==> config.mk <==
export PLATFORM = sky130hd
export DESIGN_NAME = noc_link_tx_flat
export DESIGN_NICKNAME = d
export VERILOG_FILES = /design/src/rtl/noc_link_tx_pkg.sv /design/src/rtl/noc_link_tx_if.sv /design/src/rtl/noc_credit_counter.sv /design/src/rtl/noc_link_tx.sv /design/src/flat_wrapper.sv
export SDC_FILE = /design/constraint.sdc
export NUM_CORES = 1
export LEC_CHECK = 0
export ABC_AREA = 1
export CAP_MARGIN = 20
export CELL_PAD_IN_SITES_DETAIL_PLACEMENT = 0
export CELL_PAD_IN_SITES_GLOBAL_PLACEMENT = 1
export CORE_AREA = 10 10 64 105
export CTS_BUF_LIST = sky130_fd_sc_hd__clkbuf_4
export CTS_CLUSTER_DIAMETER = 80
export DETAILED_ROUTE_END_ITERATION = 16
export DIE_AREA = 0 0 74 115
export GPL_TIMING_DRIVEN = 0
export MAX_ROUTING_LAYER = met4
export PLACE_DENSITY_LB_ADDON = 0.1
export SLEW_MARGIN = 25
export SYNTH_ARGS = -nofsm -noshare
export SYNTH_HDL_FRONTEND = slang
export SYNTH_SLANG_ARGS = --single-unit
==> constraint.sdc <==
create_clock -name clk -period 2.1 [get_ports clk]
set_clock_uncertainty 0.2 [all_clocks]
set_input_delay 0.21 -clock clk [delete_from_list [all_inputs] [get_ports clk]]
set_output_delay 0.21 -clock clk [all_outputs]
set_load 0.02 [all_outputs]
==> src/rtl/noc_link_tx_pkg.sv <==
`default_nettype none
// ============================================================================
// Module   : noc_link_tx_pkg
// Purpose  : Shared definitions for the NoC link transmitter: position of the
//            flit valid bit and the transmitter state encodings.
// Ports    : none (package)
// Revision : 1.0 - initial release
// ============================================================================
package noc_link_tx_pkg;

    // Bit 0 of every flit is the valid flag; the downstream FIFO write is
    // gated by this bit.
    localparam int unsigned c_flit_valid_bit = 0;

    // Transmitter state encodings
    typedef enum logic [1:0] {
        TX_INIT  = 2'd0,
        TX_RUN   = 2'd1,
        TX_STALL = 2'd2
    } tx_state_t;

endpackage : noc_link_tx_pkg
`default_nettype wire

==> src/rtl/noc_link_tx_if.sv <==
`default_nettype none
// ============================================================================
// Module   : noc_link_tx_if
// Purpose  : Bundles the local-FIFO pop interface and the downstream link of
//            the NoC link transmitter.
// Signals  : src_empty     local FIFO empty flag
//            src_data      local FIFO head flit (valid while src_empty=0)
//            src_read      pop strobe for the local FIFO
//            link_data     registered flit toward the downstream FIFO
//            credit_return one pulse per downstream FIFO pop
// Modports : master - transmitter side, slave - environment side
// Revision : 1.0 - initial release
// ============================================================================
interface noc_link_tx_if #(
    parameter int WIDTH = 16
);
    import noc_link_tx_pkg::*;

    logic             src_empty;
    logic [WIDTH-1:0] src_data;
    logic             src_read;
    logic [WIDTH-1:0] link_data;
    logic             credit_return;

    modport master (
        input  src_empty,
        input  src_data,
        input  credit_return,
        output src_read,
        output link_data
    );

    modport slave (
        output src_empty,
        output src_data,
        output credit_return,
        input  src_read,
        input  link_data
    );

endinterface : noc_link_tx_if
`default_nettype wire

==> src/rtl/noc_credit_counter.sv <==
`default_nettype none
// ============================================================================
// Module   : noc_credit_counter
// Purpose  : Credit arithmetic for the link transmitter. Counts free slots in
//            the downstream FIFO, saturating at MAXC; a return while already
//            full (and not consumed the same cycle) sets a sticky error.
// Ports    : clk          rising-edge clock
//            reset        synchronous, active-high; count <= MAXC
//            inc          one credit returned this cycle
//            dec          one credit consumed this cycle (only when count!=0)
//            count        current credit count
//            count_next   value count takes at the next edge
//            zero         count == 0
//            full         count == MAXC
//            overflow_err sticky: inc while full with no dec
// Revision : 1.0 - initial release
// ============================================================================
module noc_credit_counter
    import noc_link_tx_pkg::*;
#(
    parameter int MAXC = 8,
    parameter int W    = 4
) (
    input  wire logic         clk,
    input  wire logic         reset,
    input  wire logic         inc,
    input  wire logic         dec,
    output logic     [W-1:0]  count,
    output logic     [W-1:0]  count_next,
    output logic              zero,
    output logic              full,
    output logic              overflow_err
);

    localparam logic [W-1:0] c_max = W'(MAXC);

    logic [W-1:0] r_count;
    logic         r_err;
    logic [W-1:0] w_next;
    logic         w_err_set;

    // Simultaneous inc and dec cancel out, so only the one-sided cases move
    // the count. Saturation at both ends keeps the count inside 0..MAXC even
    // if a caller misbehaves.
    always_comb begin
        w_next    = r_count;
        w_err_set = 1'b0;
        if (inc && !dec) begin
            if (r_count == c_max) begin
                w_err_set = 1'b1;
            end else begin
                w_next = r_count + 1'b1;
            end
        end else if (dec && !inc) begin
            if (r_count != '0) begin
                w_next = r_count - 1'b1;
            end
        end
    end

    always_ff @(posedge clk) begin
        if (reset) begin
            r_count <= c_max;
            r_err   <= 1'b0;
        end else begin
            r_count <= w_next;
            if (w_err_set) begin
                r_err <= 1'b1;
            end
        end
    end

    assign count        = r_count;
    assign count_next   = w_next;
    assign zero         = (r_count == '0);
    assign full         = (r_count == c_max);
    assign overflow_err = r_err;

endmodule : noc_credit_counter
`default_nettype wire

==> src/rtl/noc_link_tx.sv <==
`default_nettype none
// ============================================================================
// Module   : noc_link_tx
// Purpose  : Transmit end of a router-to-router NoC link. Pops flits from the
//            local output FIFO and drives them, registered, onto the link
//            toward the downstream input FIFO under credit-based flow control.
//            Flits with bit[0]=0 at the FIFO head are popped and discarded.
// Ports    : clk        rising-edge clock
//            reset      synchronous, active-high
//            enable     1 = transmission permitted, 0 = hold (no pops)
//            lnk        noc_link_tx_if.master (src_empty, src_data, src_read,
//                       link_data, credit_return)
//            credits    current credit count
//            busy       credits below the initial credit count
//            err_credit sticky: credit returned while credits were full
//            tx_count   number of flits sent
// Config   : NOC_TX_STATS_EN - when defined, tx_count is a wrapping 32-bit
//            send counter; otherwise tx_count is tied to 0.
// Revision : 1.0 - initial release
// ============================================================================
module noc_link_tx
    import noc_link_tx_pkg::*;
#(
    parameter int WIDTH    = 16,
    parameter int ADDWIDTH = 3,
    parameter int CREDITS  = 8
) (
    input  wire logic                clk,
    input  wire logic                reset,
    input  wire logic                enable,
    noc_link_tx_if.master            lnk,
    output logic     [ADDWIDTH:0]    credits,
    output logic                     busy,
    output logic                     err_credit,
    output logic     [31:0]          tx_count
);

    tx_state_t          r_state;
    tx_state_t          w_state_next;
    logic               w_send;
    logic               w_drop;
    logic               w_head_valid;
    logic               w_pop_ok;
    logic [ADDWIDTH:0]  w_credits_next;
    logic               w_credit_zero;
    logic               w_credit_full;
    logic [WIDTH-1:0]   r_link_data;

    assign w_head_valid = lnk.src_data[c_flit_valid_bit];

    // ------------------------------------------------------------------
    // Credit arithmetic
    // ------------------------------------------------------------------
    noc_credit_counter #(
        .MAXC (CREDITS),
        .W    (ADDWIDTH + 1)
    ) u_credit (
        .clk          (clk),
        .reset        (reset),
        .inc          (lnk.credit_return),
        .dec          (w_send),
        .count        (credits),
        .count_next   (w_credits_next),
        .zero         (w_credit_zero),
        .full         (w_credit_full),
        .overflow_err (err_credit)
    );

    assign busy = ~w_credit_full;

    // ------------------------------------------------------------------
    // FSM: state register
    // ------------------------------------------------------------------
    always_ff @(posedge clk) begin
        if (reset) begin
            r_state <= TX_INIT;
        end else begin
            r_state <= w_state_next;
        end
    end

    // ------------------------------------------------------------------
    // FSM: next state and pop decisions
    // ------------------------------------------------------------------
    // Reset is folded into the pop qualifier so src_read is low for the
    // whole time reset is held, even when the registered state is RUN.
    // Stall entry/exit looks at the post-update credit count so the FSM
    // and the counter change together on the same edge.
    always_comb begin
        w_state_next = r_state;
        w_pop_ok     = 1'b0;
        w_send       = 1'b0;
        w_drop       = 1'b0;

        case (r_state)
            TX_INIT: begin
                w_state_next = TX_RUN;
            end
            TX_RUN: begin
                w_pop_ok = enable & ~lnk.src_empty & ~reset;
                w_send   = w_pop_ok & w_head_valid & ~w_credit_zero;
                w_drop   = w_pop_ok & ~w_head_valid;
                if (w_credits_next == '0) begin
                    w_state_next = TX_STALL;
                end
            end
            TX_STALL: begin
                if (w_credits_next != '0) begin
                    w_state_next = TX_RUN;
                end
            end
            default: begin
                w_state_next = TX_INIT;
            end
        endcase
    end

    assign lnk.src_read = w_send | w_drop;

    // ------------------------------------------------------------------
    // Link register: exactly one cycle from pop to link, zero when idle
    // ------------------------------------------------------------------
    always_ff @(posedge clk) begin
        if (reset) begin
            r_link_data <= '0;
        end else if (w_send) begin
            r_link_data <= lnk.src_data;
        end else begin
            r_link_data <= '0;
        end
    end

    assign lnk.link_data = r_link_data;

    // ------------------------------------------------------------------
    // Optional send statistics
    // ------------------------------------------------------------------
`ifdef NOC_TX_STATS_EN
    logic [31:0] r_tx_count;

    always_ff @(posedge clk) begin
        if (reset) begin
            r_tx_count <= 32'd0;
        end else if (w_send) begin
            r_tx_count <= r_tx_count + 32'd1;
        end
    end

    assign tx_count = r_tx_count;
`else
    assign tx_count = 32'd0;
`endif

endmodule : noc_link_tx
`default_nettype wire

==> src/flat_wrapper.sv <==
// flat-port wrapper written by rule: the top's interface ports become plain ports
module noc_link_tx_flat import noc_link_tx_pkg::*;
#(
    parameter int WIDTH    = 16,
    parameter int ADDWIDTH = 3,
    parameter int CREDITS  = 8
)
  (clk, reset, enable, credits, busy, err_credit, tx_count, lnk_src_empty, lnk_src_data, lnk_credit_return, lnk_src_read, lnk_link_data);
  noc_link_tx_if #(.WIDTH(WIDTH)) lnk_i ();
  input  wire logic clk;
  input  wire logic reset;
  input  wire logic enable;
  output logic     [ADDWIDTH:0] credits;
  output logic busy;
  output logic err_credit;
  output logic     [31:0] tx_count;
  input wire logic [$bits(lnk_i.src_empty)-1:0] lnk_src_empty;
  input wire logic [$bits(lnk_i.src_data)-1:0] lnk_src_data;
  input wire logic [$bits(lnk_i.credit_return)-1:0] lnk_credit_return;
  output wire logic [$bits(lnk_i.src_read)-1:0] lnk_src_read;
  output wire logic [$bits(lnk_i.link_data)-1:0] lnk_link_data;
  assign lnk_i.src_empty = lnk_src_empty;
  assign lnk_i.src_data = lnk_src_data;
  assign lnk_i.credit_return = lnk_credit_return;
  assign lnk_src_read = lnk_i.src_read;
  assign lnk_link_data = lnk_i.link_data;
  noc_link_tx #(.WIDTH(WIDTH), .ADDWIDTH(ADDWIDTH), .CREDITS(CREDITS)) u_core (.clk(clk), .reset(reset), .enable(enable), .lnk(lnk_i), .credits(credits), .busy(busy), .err_credit(err_credit), .tx_count(tx_count));
endmodule
### After elaboration in Yosys (flattened, before gate mapping)

Index checks and enable logic that the tools add are counted.

| cells by class | value |
|---|---|
| $add $sub $neg | 2 |
| eq/ne operators | 5 |
| mux-type cells | 11 |
| bitwise logic cells | 12 |
| reduce and logical (&&, ||, !) cells | 11 |

Operators by type and width:

| kind | count |
|---|---|
| $mux 4 | 4 |
| $logic_not 4->1 | 2 |
| $reduce_bool 4->1 | 2 |
| $not 1->1 | 6 |
| $pmux 2 s3 | 1 |
| $and 1x1->1 | 5 |
| $add 4x1->4 const B | 1 |
| $eq 4x4->1 const B | 1 |
| $mux 1 | 4 |
| $mux 2 | 2 |
| $ne 2x1->1 const B | 2 |
| $sub 4x1->4 const B | 1 |
| $eq 2x1->1 const B | 1 |
| $eq 2x2->1 const B | 1 |
| $logic_and 1x1->1 | 2 |
| $logic_not 1->1 | 2 |
| $logic_not 2->1 | 1 |
| $reduce_and 2->1 | 1 |
| $reduce_or 2->1 | 1 |
| $or 1x1->1 | 1 |

| word-level totals | value |
|---|---|
| flip-flop bits (word level) | 23 |
| bits of input ports | 21 |
| output and inout bits | 55 |
| logic and storage cells | 45 |

### Longest topological paths before layout

Gate-level depths: netlist of run 1.

| depth | value |
|---|---|
| depth after elaboration | 12 |
| depth in mapped cells | 13 |
| depth with buffers taken out | 13 |

### Hierarchy

Synthesis of run 1 repeated with hierarchy kept, for this count alone.

| second synthesis, totals | value |
|---|---|
| cell total of the unflattened synthesis | 169 |
| area total of the unflattened synthesis | 1288.7 um2 |

Modules (own cells, without submodules):

| module | times used | cells each | area each (um2) | sequential area each (um2) |
|---|---|---|---|---|
| noc_link_tx | 1 | 107 | 923.4 | 360.3 |
| noc_credit_counter | 1 | 62 | 365.4 | 100.1 |

### Worst setup path after synthesis of run 1

No wires, ideal clock.

| timing path | value |
|---|---|
| path type | register to register |
| start | reg u_core.u_credit.r_count[0], in the netlist u_core.u_credit.count[0] |
| end | reg u_core.r_state[0] |
| library setup time | 109 ps |
| arrival | 1711 ps |
| data required time | 1791 ps |
| slack | 80 ps |
| stages on the path, launching flop included | 13 |
| path buffers | 0 |
| period minus slack after synthesis | 2020 ps |
| cells stage by stage | dfxtp_1 > inv_1 > ha_1 > a21oi_4 > nand2_4 > nand2_4 > nand2_1 > nand2_1 > nand3_2 > nor2_2 > nand3_2 > nand2_1 > inv_1 |

| between the ends | value |
|---|---|
| word-level cells in the longest chain between the ends | 10 |
| elaborated cells between the ends (all ways) | 20 |
| classes of those cells | 2 x add/sub; 3 x eq/ne; 5 x mux; 2 x bitwise; 8 x reduce/logical |

Ends and longest elaborated chain:

| element | RTL line | RTL |
|---|---|---|
| from (decl) | noc_credit_counter.sv:37 | `logic [W-1:0] r_count;` |
| from (signal assigned) | noc_credit_counter.sv:63 | `r_count <= c_max;` |
| from (signal assigned) | noc_credit_counter.sv:66 | `r_count <= w_next;` |
| branches (longest 6 deep; another with $sub 4x1->4) | -- |  |
| $mux 4 * | noc_credit_counter.sv:48 | `if (inc && !dec) begin` |
| $reduce_bool 4->1 / $logic_not 4->1 (equally long branches) | noc_link_tx.sv:108, noc_link_tx.sv:103 |  |
| $ne 2x1->1 (no source line) | -- |  |
| $reduce_and 2->1 (no source line) * | -- |  |
| to (signal assigned) | noc_link_tx.sv:78 | `r_state <= w_state_next;` |
| to (decl) | noc_link_tx.sv:38 | `tx_state_t r_state;` |

Every way passes the cells marked *.
A chain may end at the register's enable or synchronous reset.

### Final worst setup path of run 1

| timing path | value |
|---|---|
| start | reg u_core.u_credit.r_count[0], in the netlist u_core.u_credit.count[0] |
| end | out busy |

| between the ends | value |
|---|---|
| word-level cells in the longest chain between the ends | 2 |

Ends and longest elaborated chain:

| element | RTL line | RTL |
|---|---|---|
| $eq 4x4->1 | noc_credit_counter.sv:76 | `assign full = (r_count == c_max);` |
| $not 1->1 | noc_link_tx.sv:69 | `assign busy = ~w_credit_full;` |
| to (decl) | flat_wrapper.sv:14 | `output logic busy;` |

Every way passes these cells.

==> results of run 1 <==
## layout by cell type (no fill, tap or decap), types with 2 or more instances in the layout
master,count
clkdlybuf4s50_1,41
buf_4,32
conb_1,32
inv_1,28
nand2_1,23
nor2_1,22
dfxtp_1,21
nand3_1,8
nand3_2,3
xor2_1,3
clkbuf_4,3
nor2_4,2
inv_2,2
nand2_4,2
a21oi_1,2
nor2_2,2
dlygate4sd2_1,2
## what timing repair did
action | CTS | global route
cloned | 0 | 0
gates resized for setup | 3 | 4
pin swaps | 0 | 1
endpoints found under the setup margin | 3 | 2
hold buffers | 0 | 0
## registers in the layout, summed over array words and instances (netlist names)
name / count
u_core.lnk.link_data: 16
u_core.r_state: 2
u_core.u_credit.count: 4
u_core.u_credit.overflow_err: 1
## routing by layer
layer	global-route usage	vias to the layer above	routed length, um
met5	-	-	0
met4	0.0262	0	27
met3	0.0311	2	299
met2	0.137	38	1840
met1	0.0746	435	1130
li1	-	572	-
## through the flow
stage	power, W	setup WS, ns	TNS [ns]
after floorplan	0.000791	0.0799	0
after global placement	0.000927	-0.135	-0.319
after detailed placement	0.000926	-0.131	-0.317
after CTS	0.00114	0.0580	0
after global routing	0.00120	0.0174	0
final	0.00112	0.145	0
## worst register-to-register path, cell delays in order, from the launching register on
cell and delay [ns]:
dfxtp_4 0.39, inv_1 0.08, ha_2 0.24, a21oi_4 0.20, nand2_4 0.12, nand2_4 0.10
nand2_1 0.05, nand2_1 0.08, nand3_2 0.07, nor2_2 0.11, nand3_2 0.08, nand2_1 0.07
inv_1 0.04
## final cells by class
class / instances / area, um^2
Fill cell: 516 / 3070
Tap cell: 54 / 67.6
Timing Repair Buffer: 43 / 428
Inverter: 30 / 113
Sequential cell: 23 / 465
Multi-Input combinational cell: 108 / 548
Clock buffer: 3 / 22.5
Clock inverter: 1 / 5.00
Buffer: 34 / 255
## power breakdown
| part | switching, W | internal (W) | total, W | leakage (nW) |
|---|---|---|---|---|
| clock network | 0.000133 | 0.0000710 | 0.000204 | 0.0177 |
| registers | 0.0000221 | 0.000463 | 0.000485 | 0.188 |
| logic | 0.000243 | 0.000189 | 0.000433 | 0.811 |
| total | 0.000398 | 0.000723 | 0.00112 | 1.02 |
## cells by family after synthesis
family          count (synthesis)  share of synthesized area
buf+inv                        64                      0.294
simple gates                   64                      0.250
flops                          23                      0.368
compound gates                  7                     0.0430
xor+xnor                        3                     0.0210
fa+ha+maj                       2                     0.0200
other cells                     1                    0.00300
## worst min path at each step
stage / from / end / cells after the start
floorplan: reset / u_core.u_credit.count[1]$_SDFF_PP0_ / 1
global placement: u_core.u_credit.overflow_err$_SDFFE_PP0P_ / u_core.u_credit.overflow_err$_SDFFE_PP0P_ / 1
detailed placement: u_core.u_credit.overflow_err$_SDFFE_PP0P_ / u_core.u_credit.overflow_err$_SDFFE_PP0P_ / 1
CTS: lnk_src_data[6] / u_core.lnk.link_data[6]$_SDFF_PP0_ / 3
global route: lnk_src_data[6] / u_core.lnk.link_data[6]$_SDFF_PP0_ / 3
finish: lnk_src_data[6] / u_core.lnk.link_data[6]$_SDFF_PP0_ / 3
==> impl_metrics.csv, run 1 <==
group,metric,value,unit
run_status,status,"complete, no violations",
place,dp.cells,292,
detailed_routing,drc_errors,0,
place,hpwl,2930,um
sta,rsz0062_at_grt,"false",
die,ioPinCount,76,
setup_path,cp.depth,4,
logic_synthesis,synth_seq_cells,23,
grt,antenna_found_initial,0,
clocking,cts_tree,"yes",
detailed_routing,drt_iter0_markers,38,
layout,drive_gt1_frac,0.227,
place,place_congestion,0.766,
setup_path,required,1.69,ns
setup_path,crit_end,"busy",
layout,layout.cells.non_filler,296,
die,die_x,74,um
detailed_routing,drt.antenna.violating_nets,0,
setup_path,path_buf_inv,2,
logic_synthesis,netlist_top_cells_count,"32 x buf_4, 28 x inv_1, 23 x dfxtp_1, 23 x nand2_1, 22 x nor2_1",
power,power_density,589,nW/um^2
logic_synthesis,syn_area,1250,um^2
sta,finalSetupViolCount,0,
logic_synthesis,syn-instance-count,164,
sta,whs,0.200,ns
layout,fin_nets,266,
setup_path,cp_slowest_cell,"dfxtp_4",
setup_path,cp-startpoint,"u_core.u_credit.count[0]$_SDFF_PP0_",
layout,area_growth,52.4,%
die,rows,34,
logic_synthesis,synth-edff-count,0,
logic_synthesis,netlist.area_leader.share,0.368,
detailed_routing,wl_per_cell,11.1,um
logic_synthesis,async_reset_ff_frac,0,
setup_path,endpoint_kind,"output pin",
setup_path,worstPathCellList,"inv_1 > ha_2 > nand2_1 > dlygate4sd2_1",
logic_synthesis,yosysMostFrequentCell,"buf_4",
clocking,cts_buffers,3,
logic_synthesis,synth_top_area_cell,"dfxtp_1",
logic_synthesis,synth_flop_cell,"dfxtp_1",
clocking,cts_buffer_depth,2,
setup_path,worstRegToRegCells,12,
grt,grt_use_total,0.0781,
sta,final-hold-violation-count,0,
die,dieArea,8510,um^2
clocking,root_buffer,"clkbuf_4",
place,io_buffer_count,43,
grt,overflow,0,
setup_path,reg2reg_from,"u_core.u_credit.count[0]$_SDFF_PP0_",
die,start_util,0.251,
clocking,clk_latency,0.31,ns
place,dpl-instance-area,1860,um^2
grt,grt_pass1_vias,1028,
setup_path,reg2reg_to,"u_core.r_state[0]$_SDFFE_PP0P_",
sta,fin_crit_sh,0.931,
clocking,htreeDepth,1,
setup_path,start_kind,"flop",
clocking,postCtsSetupRepairBufs,0,
detailed_routing,vias,1047,
logic_synthesis,ys_top_cells_by_area,"dfxtp_1 37%, buf_4 19%, inv_1 8.4%, nand2_1 6.9%, nor2_1 6.6%",
logic_synthesis,yosys.cell_types.count,23,
hold_path,hold_class,"in2reg",
setup_path,cp_slowest_stage_delay,0.38,ns
run,timing.max_cap.violations,0,
power,vdd_drop_max,0.390,mV
layout,diodes,0,
layout,utilization,0.383,
grt,grt_pass1_wl,5100,um
sta,report.final.slew_viol_count,0,
logic_synthesis,ys_seq_area_frac,0.368,
clocking,cts.sinks,23,
layout,final_area,1900,um^2
sta,max_clock_freq,0.511,GHz
setup_path,crit_type,"reg2out",
grt,grt_max_degree,14,
setup_path,r2r_slack,0.19,ns
sta,fin_crit,1.96,ns
logic_synthesis,ys_warn_count,0,
power,leakage,1.02,nW
detailed_routing,first_pass_iters,4,
setup_path,crit_path_max_fanout,5,
setup_path,cp_top_family,"buffers and inverters",
die,dieHeight,115,um
detailed_routing,vias_per_cell,3.54,
setup_path,worstPathArrival,1.55,ns
logic_synthesis,avgSynthCellArea,7.62,um^2
die,design.core.area,4980,um^2
clocking,clk_pin_slew,0.13,ns
detailed_routing,wl,3300,um
No activity file was read; power rests on OpenSTA's default activity.
==> run 2: changes to the inputs <==
Settings changed: CAP_MARGIN 20 to unset.
==> results of run 2 <==
Final layout, timing and power as in run 1 (identical DEF).
